`config.mk`:
```
export PLATFORM = sky130hd
export DESIGN_NAME = trilat_pair_scheduler_flat
export DESIGN_NICKNAME = d
export VERILOG_FILES = /design/src/rtl/trilat_pair_scheduler_if.sv /design/src/rtl/trilat_pair_scheduler.sv /design/src/flat_wrapper.sv
export SDC_FILE = /design/constraint.sdc
export NUM_CORES = 1
export LEC_CHECK = 0
export CAP_MARGIN = 20
export CORE_UTILIZATION = 45
export DETAILED_ROUTE_END_ITERATION = 12
export PLACE_DENSITY = 0.75
export SLEW_MARGIN = 10
export SYNTH_ARGS = -nofsm -noshare
export SYNTH_HDL_FRONTEND = slang
export SYNTH_SLANG_ARGS = --single-unit
```
`constraint.sdc`:
```
create_clock -name clk -period 2.9 [get_ports clk]
set_input_delay 0.58 -clock clk [delete_from_list [all_inputs] [get_ports clk]]
set_output_delay 0.58 -clock clk [all_outputs]
set_load 0.05 [all_outputs]
```
`src/rtl/trilat_pair_scheduler_if.sv`:
```
// Bus between the anchor-load front end, the shared circle-intersection
// datapath and the trilateration pair scheduler.
interface trilat_pair_scheduler_if #(
  parameter int N = 8
);
  logic                 start;
  logic [3*N-1:0]       ax;
  logic [3*N-1:0]       ay;
  logic [3*(N+1)-1:0]   ar;
  logic [N-1:0]         xK, yK, xL, yL;
  logic [N:0]           rK, rL;
  logic                 op_valid;
  logic [N+1:0]         x1P, y1P, x2P, y2P;
  logic [6*(N+2)-1:0]   pts_x;
  logic [6*(N+2)-1:0]   pts_y;
  logic [2:0]           pair_valid;
  logic [2:0]           deg_flag;
  logic                 busy;
  logic                 done;

  modport master (
    output start, ax, ay, ar, x1P, y1P, x2P, y2P,
    input  xK, yK, xL, yL, rK, rL, op_valid,
           pts_x, pts_y, pair_valid, deg_flag, busy, done
  );

  modport slave (
    input  start, ax, ay, ar, x1P, y1P, x2P, y2P,
    output xK, yK, xL, yL, rK, rL, op_valid,
           pts_x, pts_y, pair_valid, deg_flag, busy, done
  );
endinterface

```
`src/rtl/trilat_pair_scheduler.sv`:
```
// Time-shares one circle-intersection datapath across anchor pairs (0,1),
// (0,2), (1,2), collecting both intersection points of each pair.
module trilat_pair_scheduler #(
  parameter int N   = 8,
  parameter int LAT = 2
) (
  input logic                  clk,
  input logic                  rst,
  trilat_pair_scheduler_if.slave bus
);
  localparam int W = N + 2;

  typedef enum logic [2:0] {IDLE, ISSUE, WAIT, CAPTURE, DONE} state_t;

  state_t             state_q, state_d;
  logic [1:0]         pair_q, pair_d;
  logic [3:0]         wcnt_q, wcnt_d;
  logic               accept, load_ops, degen, capture;
  logic [3*N-1:0]     ax_q, ay_q;
  logic [3*(N+1)-1:0] ar_q;
  logic [3*N-1:0]     src_x, src_y;
  logic [3*(N+1)-1:0] src_r;
  logic [1:0]         k_idx, l_idx;

  // NOTE: every always_comb output gets a default first so no path can infer a latch.
  always_comb begin
    state_d      = state_q;
    pair_d       = pair_q;
    wcnt_d       = wcnt_q;
    accept       = 1'b0;
    load_ops     = 1'b0;
    degen        = 1'b0;
    capture      = 1'b0;
    bus.op_valid = 1'b0;
    bus.busy     = (state_q != IDLE);
    bus.done     = (state_q == DONE);
    unique case (state_q)
      IDLE: begin
        if (bus.start) begin
          accept   = 1'b1;
          pair_d   = 2'd0;
          load_ops = 1'b1;
          state_d  = ISSUE;
        end
      end
      ISSUE: begin
        bus.op_valid = 1'b1;
        // A vertical pair has no defined intersection; skip without waiting.
        if (bus.xK == bus.xL) begin
          degen = 1'b1;
          if (pair_q == 2'd2) begin
            state_d = DONE;
          end else begin
            pair_d   = pair_q + 2'd1;
            load_ops = 1'b1;
            state_d  = ISSUE;
          end
        end else begin
          wcnt_d  = 4'(LAT);
          state_d = WAIT;
        end
      end
      WAIT: begin
        bus.op_valid = 1'b1;
        if (wcnt_q == 4'd1) state_d = CAPTURE;
        else                wcnt_d  = wcnt_q - 4'd1;
      end
      CAPTURE: begin
        bus.op_valid = 1'b1;
        capture      = 1'b1;
        if (pair_q == 2'd2) begin
          state_d = DONE;
        end else begin
          pair_d   = pair_q + 2'd1;
          load_ops = 1'b1;
          state_d  = ISSUE;
        end
      end
      DONE:    state_d = IDLE;
      default: state_d = IDLE;
    endcase
  end

  // NOTE: sequential state uses non-blocking assignments only.
  always_ff @(posedge clk) begin
    if (rst) begin
      state_q <= IDLE;
      pair_q  <= 2'd0;
      wcnt_q  <= 4'd0;
    end else begin
      state_q <= state_d;
      pair_q  <= pair_d;
      wcnt_q  <= wcnt_d;
    end
  end

  // Operands for a new solve come straight from the inputs on the accepting edge.
  assign src_x = accept ? bus.ax : ax_q;
  assign src_y = accept ? bus.ay : ay_q;
  assign src_r = accept ? bus.ar : ar_q;
  assign k_idx = (pair_d == 2'd2) ? 2'd1 : 2'd0;
  assign l_idx = (pair_d == 2'd0) ? 2'd1 : 2'd2;

  // NOTE: the result bank is cleared by reset because downstream reads it as pair_valid-qualified data.
  always_ff @(posedge clk) begin
    if (rst) begin
      ax_q           <= '0;
      ay_q           <= '0;
      ar_q           <= '0;
      bus.xK         <= '0;
      bus.yK         <= '0;
      bus.rK         <= '0;
      bus.xL         <= '0;
      bus.yL         <= '0;
      bus.rL         <= '0;
      bus.pts_x      <= '0;
      bus.pts_y      <= '0;
      bus.pair_valid <= '0;
      bus.deg_flag   <= '0;
    end else begin
      if (accept) begin
        ax_q           <= bus.ax;
        ay_q           <= bus.ay;
        ar_q           <= bus.ar;
        bus.pts_x      <= '0;
        bus.pts_y      <= '0;
        bus.pair_valid <= '0;
        bus.deg_flag   <= '0;
      end
      if (load_ops) begin
        bus.xK <= src_x[int'(k_idx)*N +: N];
        bus.yK <= src_y[int'(k_idx)*N +: N];
        bus.rK <= src_r[int'(k_idx)*(N+1) +: N+1];
        bus.xL <= src_x[int'(l_idx)*N +: N];
        bus.yL <= src_y[int'(l_idx)*N +: N];
        bus.rL <= src_r[int'(l_idx)*(N+1) +: N+1];
      end
      if (degen) bus.deg_flag[pair_q] <= 1'b1;
      if (capture) begin
        bus.pts_x[(2*int'(pair_q))*W +: W]     <= bus.x1P;
        bus.pts_y[(2*int'(pair_q))*W +: W]     <= bus.y1P;
        bus.pts_x[(2*int'(pair_q)+1)*W +: W]   <= bus.x2P;
        bus.pts_y[(2*int'(pair_q)+1)*W +: W]   <= bus.y2P;
        bus.pair_valid[pair_q]                 <= 1'b1;
      end
    end
  end
endmodule

```
`src/flat_wrapper.sv`:
```
// flat-port wrapper written by rule: the top's interface ports become plain ports
module trilat_pair_scheduler_flat 
#(
  parameter int N   = 8,
  parameter int LAT = 2
)
  (clk, rst, bus_start, bus_ax, bus_ay, bus_ar, bus_x1P, bus_y1P, bus_x2P, bus_y2P, bus_xK, bus_yK, bus_xL, bus_yL, bus_rK, bus_rL, bus_op_valid, bus_pts_x, bus_pts_y, bus_pair_valid, bus_deg_flag, bus_busy, bus_done);
  trilat_pair_scheduler_if #(.N(N)) bus_i ();
  input logic clk;
  input logic rst;
  input wire logic [$bits(bus_i.start)-1:0] bus_start;
  input wire logic [$bits(bus_i.ax)-1:0] bus_ax;
  input wire logic [$bits(bus_i.ay)-1:0] bus_ay;
  input wire logic [$bits(bus_i.ar)-1:0] bus_ar;
  input wire logic [$bits(bus_i.x1P)-1:0] bus_x1P;
  input wire logic [$bits(bus_i.y1P)-1:0] bus_y1P;
  input wire logic [$bits(bus_i.x2P)-1:0] bus_x2P;
  input wire logic [$bits(bus_i.y2P)-1:0] bus_y2P;
  output wire logic [$bits(bus_i.xK)-1:0] bus_xK;
  output wire logic [$bits(bus_i.yK)-1:0] bus_yK;
  output wire logic [$bits(bus_i.xL)-1:0] bus_xL;
  output wire logic [$bits(bus_i.yL)-1:0] bus_yL;
  output wire logic [$bits(bus_i.rK)-1:0] bus_rK;
  output wire logic [$bits(bus_i.rL)-1:0] bus_rL;
  output wire logic [$bits(bus_i.op_valid)-1:0] bus_op_valid;
  output wire logic [$bits(bus_i.pts_x)-1:0] bus_pts_x;
  output wire logic [$bits(bus_i.pts_y)-1:0] bus_pts_y;
  output wire logic [$bits(bus_i.pair_valid)-1:0] bus_pair_valid;
  output wire logic [$bits(bus_i.deg_flag)-1:0] bus_deg_flag;
  output wire logic [$bits(bus_i.busy)-1:0] bus_busy;
  output wire logic [$bits(bus_i.done)-1:0] bus_done;
  assign bus_i.start = bus_start;
  assign bus_i.ax = bus_ax;
  assign bus_i.ay = bus_ay;
  assign bus_i.ar = bus_ar;
  assign bus_i.x1P = bus_x1P;
  assign bus_i.y1P = bus_y1P;
  assign bus_i.x2P = bus_x2P;
  assign bus_i.y2P = bus_y2P;
  assign bus_xK = bus_i.xK;
  assign bus_yK = bus_i.yK;
  assign bus_xL = bus_i.xL;
  assign bus_yL = bus_i.yL;
  assign bus_rK = bus_i.rK;
  assign bus_rL = bus_i.rL;
  assign bus_op_valid = bus_i.op_valid;
  assign bus_pts_x = bus_i.pts_x;
  assign bus_pts_y = bus_i.pts_y;
  assign bus_pair_valid = bus_i.pair_valid;
  assign bus_deg_flag = bus_i.deg_flag;
  assign bus_busy = bus_i.busy;
  assign bus_done = bus_i.done;
  trilat_pair_scheduler #(.N(N), .LAT(LAT)) u_core (.clk(clk), .rst(rst), .bus(bus_i));
endmodule
```
==> reports/results.ini <==
[setup_path]
critPathTopFamily = buffers and inverters
critPathMaxStageDelay_ns = 0.79
critPathCaptureType = output pin
start_kind = flop
cp_data_arrival_time_ns = 2.16
r2r_cells = 10
cp_num_buf_inv = 2
critPathKind = flop to output pin
regToRegStartpoint = u_core.pair_q[0]$_SDFF_PP0_
largest_fanout_on_the_critical_path = 12
timing.critical_path.required_ns = 2.32
critPathSlowestCell = sky130_fd_sc_hd__clkdlybuf4s50_1
timing.rr.end = u_core.bus.pts_x[15]$_SDFF_PP0_
sequence_of_cells_on_the_critical_path = buf_4 > nor2_1 > and2_1 > clkdlybuf4s50_1
regToRegSetupSlack_ns = 0.24

[place]
dp_slack_ns = 0.2111
gpl.final_weighted_congestion = 1.001
detailed_place.area_mm2 = 0.01588
dp_hpwl_um = 33870
port_buffers = 296

[synth]
postSynthAreaPerCell_um2 = 8.209
ys_seq_area_frac = 0.4194
syn_inst = 1512
synth_edf_count = 0
asyncSetResetFlopFracSynth = 0
synth_seq_cells = 260
synth_ff_type = sky130_fd_sc_hd__dfxtp_1
post_synth_instance_area_mm2 = 0.01241
synthDistinctLibCells = 62
synth_nets = 1640
synth-warning-count = 0

[detailed_routing]
maxUsedRoutingLayer = met4
antenna_violating_nets_remaining = 0
met3RoutedLength_um = 4111
vias_per_cell = 6.162
post_drt_wl_per_cell_um = 21.84
vias = 13130
route.met2.wl_um = 21320
routed_wirelength_um = 46520
drc_markers = 0
drt-met1-wl_um = 19350
dr.pass1.iters = 7
initialDrtViolationCount = 1806

[global_route]
globalRouteTotalUtil = 0.3179
grt_first_pass_wirelength_um = 71220
largest_net_degree_at_the_start_of_global_routing = 151
grt_antenna_before_repair = 0
first_global_vias = 12400
globalRoute.totalOverflow = 0

[job]
drv_cap = 0

[finish]
drive_above_1_share = 0.08888
post-route-cell-area_mm2 = 0.01676
finish.net_count = 1898
area.growth.synth_to_final_pct = 35.06
num-fill-cells = 2371
antenna_cells_inserted = 0

[floorplan]
core_area_mm2 = 0.02703
chip_width_um = 168.1
fp.dieH_um = 168.1
initial_utilization = 0.4593
placement_rows = 60
design.portCount = 297
dieArea_mm2 = 0.02825

[power]
power.static_leakage_nw = 5.814
design_power_total_mw = 14.84
power.ir.vdd_worst_mv = 0.5454
power_density_mw_per_mm2 = 885.3

[sta]
min_period_ns = 2.740
setup_slack_ns = 0.1597
period_share = 0.9449
setup_repair_after_global_routing_missed_its_margin = no
clock-skew-final_ns = 0.01705
whs_ns = 0.4540
setup_violations = 0
final_hold_viol_count = 0
slew_violations = 0
totalNegativeSetupSlack_ns = 0
worst_slew_margin_rel = 0.3034
max_freq_mhz = 364.9
worst_pin_slew_ns = 1.045

[cts]
clk_pin_slew_ns = 0.07
tritoncts_num_sinks = 260
post_cts.repair.setup_buffers = 0
cts_tree = built
clkLatencyLatePin_ns = 0.54
cts_hold_repair.buffers = 0
cts-buffers-inserted = 27
cts_repair_resize_count = 0
htree_levels = 1
clk_tree_root_cell = sky130_fd_sc_hd__clkbuf_16
clockBufferDepth = 3

[min_path]
whs_path_depth = 2
hold_start = u_core.bus.pts_x[56]$_SDFF_PP0_
hold_path_end = u_core.bus.pts_x[56]$_SDFF_PP0_
timing.hold.worst.class = flop to flop

[status]
outcome = finished, final reports clean

==> sequential cells by signal, indices dropped and copies added (netlist names) <==
name                   cells
u_core.bus.xK              8
u_core.bus.deg_flag        3
u_core.bus.pts_x          60
u_core.ax_q               24
u_core.ar_q               27
u_core.bus.pair_valid      3
u_core.bus.yK              8
u_core.bus.rK              9
u_core.ay_q               24
u_core.bus.yL              8
u_core.pair_q              2
u_core.bus.pts_y          60
u_core.bus.rL              9
u_core.bus.xL              8
u_core.wcnt_q              4
u_core.state_q             3
==> stage by stage <==
step                      cells  utilization
after floorplan            1512            -
after global placement     2082       0.5876
after detailed placement   2082       0.5876
after CTS                  2130       0.6202
after global routing       2130       0.6203
final                      2130       0.6203
==> cells in the mapped netlist, drive strengths merged, types with 10 or more instances <==
master | n | area share
a22o | 26 | 0.018
nand2 | 235 | 0.071
xor2 | 10 | 0.0071
mux2 | 11 | 0.010
nor3 | 16 | 0.0065
a21oi | 125 | 0.050
a211oi | 12 | 0.0073
mux2i | 16 | 0.013
a22oi | 119 | 0.072
dfxtp | 260 | 0.42
nor2b | 11 | 0.0055
o211ai | 50 | 0.030
o221ai | 50 | 0.045
ha | 10 | 0.010
buf | 32 | 0.015
nand2b | 62 | 0.031
o22ai | 46 | 0.023
o21ai | 16 | 0.0068
nor2 | 173 | 0.052
clkbuf | 103 | 0.031
inv | 17 | 0.0051
==> worst reg2reg max path: cells and delay by family (launching register included) <==
kind	cells	cell delay [ns]
buf+inv	4	0.63
flops	1	0.38
simple gates	3	0.90
fa+ha+maj	1	0.27
compound gates	2	0.43
==> cell families after synthesis <==
group | count (synthesis) | share of synthesized area
compound gates | 496 | 0.2896
xor+xnor | 11 | 0.007762
fa+ha+maj | 10 | 0.01008
buf+inv | 153 | 0.05191
flops | 260 | 0.4194
mux | 27 | 0.02288
simple gates | 555 | 0.1984
==> placed cells by master (no fill, tap or decap), drive strengths merged, types with 10 or more instances in the layout <==
cell / netlist / routed
a22oi: 119 / 119
nor3: 16 / 16
xor2: 10 / 10
inv: 17 / 18
buf: 32 / 69
o21ai: 16 / 16
mux2i: 16 / 16
nand2b: 62 / 62
o211ai: 50 / 50
o221ai: 50 / 50
clkdlybuf4s50: 0 / 295
a21oi: 125 / 125
mux2: 11 / 11
clkbuf: 103 / 41
nand2: 235 / 235
a22o: 26 / 26
nor2b: 11 / 11
dfxtp: 260 / 260
a211oi: 12 / 12
ha: 10 / 10
o22ai: 46 / 46
nor2: 173 / 173
==> area by class of cell <==
cell class,instances,area (um^2),share of cell area
Sequential cell,260,5206,0.3106
Timing Repair Buffer,364,3587,0.2140
Clock inverter,7,41.29,0.002463
Clock buffer,41,838.3,0.05001
Tap cell,341,426.7,0.02545
Multi-Input combinational cell,1099,6596,0.3935
Inverter,18,67.56,0.004030
==> worst max path at each step <==
stage	start	end	slack (ns)	cells after the start
6_report	u_core.state_q[1]$_SDFFE_PP0P_	bus_done	0.16	4
5_1_grt	u_core.state_q[1]$_SDFFE_PP0P_	bus_done	0.1	4
3_3_place_gp	bus_start	u_core.bus.rL[7]$_SDFFE_PP0P_	0.22	8
4_1_cts	u_core.state_q[1]$_SDFFE_PP0P_	bus_done	0.17	4
2_1_floorplan	u_core.pair_q[1]$_SDFF_PP0_	u_core.bus.pts_x[0]$_SDFF_PP0_	0.22	10
3_5_place_dp	bus_start	u_core.bus.rL[7]$_SDFFE_PP0P_	0.21	8
==> routing by layer <==
layer / GRT usage / vias to the layer above
li1: - / 5998
met1: 0.4306 / 6303
met2: 0.5062 / 702
met3: 0.05383 / 123
met4: 0.1213 / 0
met5: 0 / -
==> power breakdown <==
part	leakage, nW	switching, mW	total [mW]	internal [mW]
Combinational	3.26	4.76	7.10	2.34
Sequential	2.11	0.282	4.32	4.04
Clock	0.440	1.44	3.42	1.98
(Power assumes the default switching activity.)
==> RTL edit 1, RTL diff (same settings) <==
Re-encode `state_t` (5 states) as one-hot, 5 bits wide.
--- a/src/rtl/trilat_pair_scheduler.sv
+++ b/src/rtl/trilat_pair_scheduler.sv
@@ -11,5 +11,5 @@
   localparam int W = N + 2;
 
-  typedef enum logic [2:0] {IDLE, ISSUE, WAIT, CAPTURE, DONE} state_t;
+  typedef enum logic [4:0] {IDLE = 5'b00001, ISSUE = 5'b00010, WAIT = 5'b00100, CAPTURE = 5'b01000, DONE = 5'b10000} state_t;
 
   state_t             state_q, state_d;
Behaviour: same outputs for any inputs over 4 cycles, from zero or initial values and one cycle with rst high; so few cycles prove little.
==> RTL edit 1 against the unedited design <==
  * Cell area grew 5.6%
  * Cell count grew 5.5%
  * Register-to-register slack lost 0.14 ns
  * Sequential cell count grew 2
  * Synthesized area grew 6.1%
  * Worst setup slack lost 0.056 ns
  * Largest cell class unchanged
  * Worst hold slack lost 0.062 ns
  * Wire length grew 5.0%
  * Die area grew 6.0%
  * Critical path depth grew 4
Power is not compared: it rests on default switching activity, and its combinational part moved more than twofold at a synthesized area within 25%.
==> RTL edit 1: results (changes against the unedited design) <==
- Fraction of synthesized cell area in xor and xnor cells: 0.00732 (-0.000443)
- Multiplexer area fraction after synthesis: 0.0187 (-0.00416)
- Number of global-route vias before repair: 13023 (+5.1%)
- Final Hold Viols: 0 (unchanged)
- Pre-antenna DRT Iters: 6 (-1)
- Worst vdd ir: 0.000557 V
- H-Tree Depth: 1 (unchanged)
- Syn Nets: 1708 (+4.1%)
- Hold WC Path Type: input pin to flip-flop
- Crit-path leading delay family: simple AND/OR/NAND/NOR gates
- Top flop regs: u_core.bus.pts_x: 60 flops, u_core.bus.pts_y: 60 flops, u_core.ar_q: 27 flops
- Initial DRC Count: 1614 (-11%)
- Clk_lat worst skew: 0.57 ns (+0.03 ns)
- Worst EP arrival: 3.29 ns (+1.13 ns)
- Dpl cells: 2193 (+5.3%)
- Synth top cells by count: dfxtp_1, nand2_1, nor2_1, a21oi_1, a22oi_1
- Critical path peak fanout: 16 (+4)
- Mapped Cells: 1580 (+4.5%)
- Largest cells by area after synthesis: dfxtp_1, a22oi_1, nand2_1, nor2_1, a21oi_1
- Post-synthesis sequential area ratio: 0.398 (-0.0209)
- Post-route insts no fill: 2247 (+5.5%)
- Netlist cell types: 75 (+21%)
- GRT Overall Usage: 0.317 (-0.000910)
- Post-synthesis compound-gate area fraction: 0.299 (+0.00978)
- Clock skew: 0.0178 ns (+0.000749 ns)
- ANT nets after route: 0 (unchanged)
- Final nets: 1970 (+3.8%)
- CTS Buf Count: 28 (+3.7%)
- N_diodes: 0 (unchanged)
- Reg2Reg Launch Point: u_core.pair_q[0]$_SDFF_PP0_
- CP max stage delay: 0.51 ns (-0.28 ns)
- Layout cells sized above 1: 0.113 (+0.0244)
- Worst Reg-to-Reg Cells: 8 (-2)
- Largest net degree at the start of global routing: 77 (-49%)
- Slowest cell on crit path: ha_2
- Total number of vias: 13740 (+4.7%)
- Root Buffer: clkbuf_16
- Routed Wire Length: 48800 um (+5.0%)
- Placer Congestion: 1.06 (+6.2%)
- Area of placed instances: 16700 um2 (+5.1%)
- Adder-cell share of the synthesized area: 0.00950 (-0.000576)
- Hold Crit Start: rst
- Pre-CTS setup slack: 0.0627 ns (-0.148 ns)
- DP Wirelength: 35900 um (+5.9%)
- Worst Tran Pin Value: 0.818 ns (-0.227 ns)
- Status: completed
- Static Leak: 6.12 nW
- First-pass GRT wire length: 75500 um (+5.9%)
- Post-synthesis async set-or-reset flop share: 0 (unchanged)
RTL edit 1: path summary, 6_finish.rpt:
check	to	slack, ns
worst max-delay path	u_core.bus.pts_x[56]$_SDFF_PP0_	0.10
worst max register to register	u_core.bus.pts_x[56]$_SDFF_PP0_	0.10
worst min-delay path	u_core.state_q[1]$_SDFFE_PP0P_	0.39
worst min register to register	u_core.ax_q[13]$_SDFF_PP0_	0.46
RTL edit 1: per-layer routing:
layer  vias up  track usage  wire length [um]
met5         -       0.0144                57
met4         2        0.143              2440
met3       155       0.0730              4830
met2       819        0.497             21700
met1      6482        0.414             19800
li1       6282            -                 -
RTL edit 1: layout make-up:
type                       instances  area, um2
sequential                       262       5250
fill                            2453      11000
inverter                          14       56.3
timing repair buffer             376       3690
multi-input combinational       1160       7270
clock inverter                     7        139
clock buffer                      44        821
tap                              384        480
RTL edit 1: timing repair:
item                       CTS  global route
setup endpoints to repair    1            68
gates cloned                 0             0
setup buffers                0             3
gates resized for setup      1             9
==> RTL edit 2, RTL diff (same settings) <==
Made on the original files. `N` is set to 8 in 3 places; all go to 16.
--- a/src/rtl/trilat_pair_scheduler_if.sv
+++ b/src/rtl/trilat_pair_scheduler_if.sv
@@ -2,5 +2,5 @@
 // datapath and the trilateration pair scheduler.
 interface trilat_pair_scheduler_if #(
-  parameter int N = 8
+  parameter int N = 16
 );
   logic                 start;
--- a/src/rtl/trilat_pair_scheduler.sv
+++ b/src/rtl/trilat_pair_scheduler.sv
@@ -2,5 +2,5 @@
 // (0,2), (1,2), collecting both intersection points of each pair.
 module trilat_pair_scheduler #(
-  parameter int N   = 8,
+  parameter int N   = 16,
   parameter int LAT = 2
 ) (
--- a/src/flat_wrapper.sv
+++ b/src/flat_wrapper.sv
@@ -2,5 +2,5 @@
 module trilat_pair_scheduler_flat 
 #(
-  parameter int N   = 8,
+  parameter int N   = 16,
   parameter int LAT = 2
 )
Ports: changed (15 resized); port bits go from 297 to 545. No check against the original RTL was run, so the function may have changed too.
==> RTL edit 2 against the unedited design <==
  * Worst setup slack got worse by 0.076 ns
  * Clock skew rose by 0.0043 ns
  * Global-route usage rose by 2.5 points
  * Sequential cell count rose by 216
  * First-iteration DRC count rose by 25%
  * Synthesized area rose by 55%
  * Cell count rose by 58%
  * Cell area rose by 63%
  * Fmax fell by 2.7%
  * Wire length rose by 68%
  * Power rose by 33%
  * Critical path depth fell by 1
  * Clock power rose by 91%
  * Critical endpoint unchanged
  * Largest cell class is now registers
  * Highest routed layer unchanged
==> RTL edit 2: results (changes against the unedited design) <==
- Status: completed
- GRT Overall Usage: 0.343 (+0.0253)
- Routed Wire Length: 78000 um (+68%)
- Worst vdd ir: 0.000442 V (-19%)
- Number of global-route vias before repair: 18848 (+52%)
- Synth top cells by count: dfxtp_1, a21oi_1, nand2_1, nor2_1, a22oi_1
- DP Wirelength: 56700 um (+67%)
- Fill cell count: 3446 (+45%)
- CTS Buf Count: 50 (+85%)
- Static Leak: 10.6 nW (+83%)
- Total number of vias: 19571 (+49%)
- Placer Congestion: 0.951 (-5.0%)
- Rel. slew slack: 0.268 (-0.0351)
- IO buf count: 544 (+84%)
- Largest net degree at the start of global routing: 108 (-28%)
- Yosys warning count: 0 (unchanged)
- Mapped Cells: 2263 (+50%)
- Clock skew: 0.0213 ns (+0.00427 ns)
- Pre-antenna DRT Iters: 10 (+3)
- Final nets: 3005 (+58%)
- Top flop regs: u_core.bus.pts_x: 108 flops, u_core.bus.pts_y: 108 flops, u_core.ar_q: 51 flops
- Final Hold Viols: 0 (unchanged)
- Largest cells by area after synthesis: dfxtp_1, a21oi_1, a22oi_1, nand2_1, mux2i_1
- Clk_lat worst skew: 0.61 ns (+0.07 ns)
- Netlist cell types: 56 (-9.7%)
- Hold WC Path Type: input pin to flip-flop
- Via-to-Cell Ratio: 5.82 (-5.5%)
- Clock Path Buffers: 3 (unchanged)
- Critical path peak fanout: 11 (-1)
- Initial DRC Count: 2261 (+25%)
- Antenna violations before repair: 8 (+8)
- First-pass GRT wire length: 115000 um (+62%)
- Post-synthesis sequential area ratio: 0.494 (+0.0745)
- Layout cells sized above 1: 0.0814 (-0.00750)
- Worst EP arrival: 2.24 ns (+0.08 ns)
- H-Tree Depth: 2 (+1)
- Dpl cells: 3261 (+57%)
- Syn Nets: 2493 (+52%)
-- RTL edit 2: cell families after synthesis --
family	Yosys count	synth area share
buffers and inverters	195	0.0412
multiplexers	152	0.0803
AO/OA/AOI/OAI	705	0.223
flip-flops	476	0.494
AND/OR/NAND/NOR	708	0.148
adder cells (fa/ha/maj)	8	0.00519
XOR/XNOR	19	0.00862
-- RTL edit 2: path summary, 6_finish.rpt --
kind / startpoint / end / slack (ns) / cells past startpoint
setup / recovery: u_core.state_q[1]$_SDFFE_PP0P_ / bus_done / 0.08 / 3
hold / removal: rst / u_core.bus.pts_x[42]$_SDFF_PP0_ / 0.40 / 2
setup reg to reg: u_core.bus.xK[6]$_SDFFE_PP0P_ / u_core.bus.rL[0]$_SDFFE_PP0P_ / 0.11 / 8
hold reg to reg: u_core.bus.deg_flag[1]$_SDFF_PP0_ / u_core.bus.deg_flag[1]$_SDFF_PP0_ / 0.46 / 2
-- RTL edit 2: timing repair --
action	in CTS	in global routing
gates cloned	0	0
hold endpoints to repair	0	0
endpoints found under the setup margin	1	26
resized for setup	1	1
-- RTL edit 2: cell type report --
type                    instances  area share
inverters                       9     0.00123
well taps                     539      0.0246
diodes                          8    0.000731
clock inverters                22     0.00872
repair buffers                646       0.235
clock buffers                  69      0.0519
multi-input cells            1592       0.330
flip-flops and latches        476       0.348
-- RTL edit 2: through the flow --
step	hold WS [ns]	power [mW]	util	area (um2)	setup WS, ns
2_1_floorplan	0.439	11.1	-	19300	0.0156
3_3_place_gp	0.444	13.2	0.610	25700	0.190
3_5_place_dp	0.450	13.3	0.610	25700	0.128
4_1_cts	0.357	19.8	0.649	27300	0.0530
5_1_grt	0.397	20.5	0.650	27400	0.00469
6_report	0.402	19.8	0.650	27400	0.0836
-- RTL edit 2: power by group --
part	total (mW)	switching [mW]	internal [mW]
Sequential	7.59	0.385	7.20
Combinational	5.69	3.80	1.89
Clock	6.52	2.73	3.79
-- RTL edit 2: worst max-delay path, stage by stage (launching register included) --
cell             delay [ns]
dfxtp_1                0.43
nor2_1                 0.26
and2_1                 0.16
clkdlybuf4s50_1        0.79
-- RTL edit 2: routing by layer --
| metal | track usage | part of all wire | vias to the layer above |
|---|---|---|---|
| met5 | 0 | 0 | - |
| met4 | 0.211 | 0.061 | 0 |
| met3 | 0.0963 | 0.097 | 220 |
| met2 | 0.557 | 0.46 | 1112 |
| met1 | 0.402 | 0.38 | 9260 |
| li1 | - | - | 8979 |
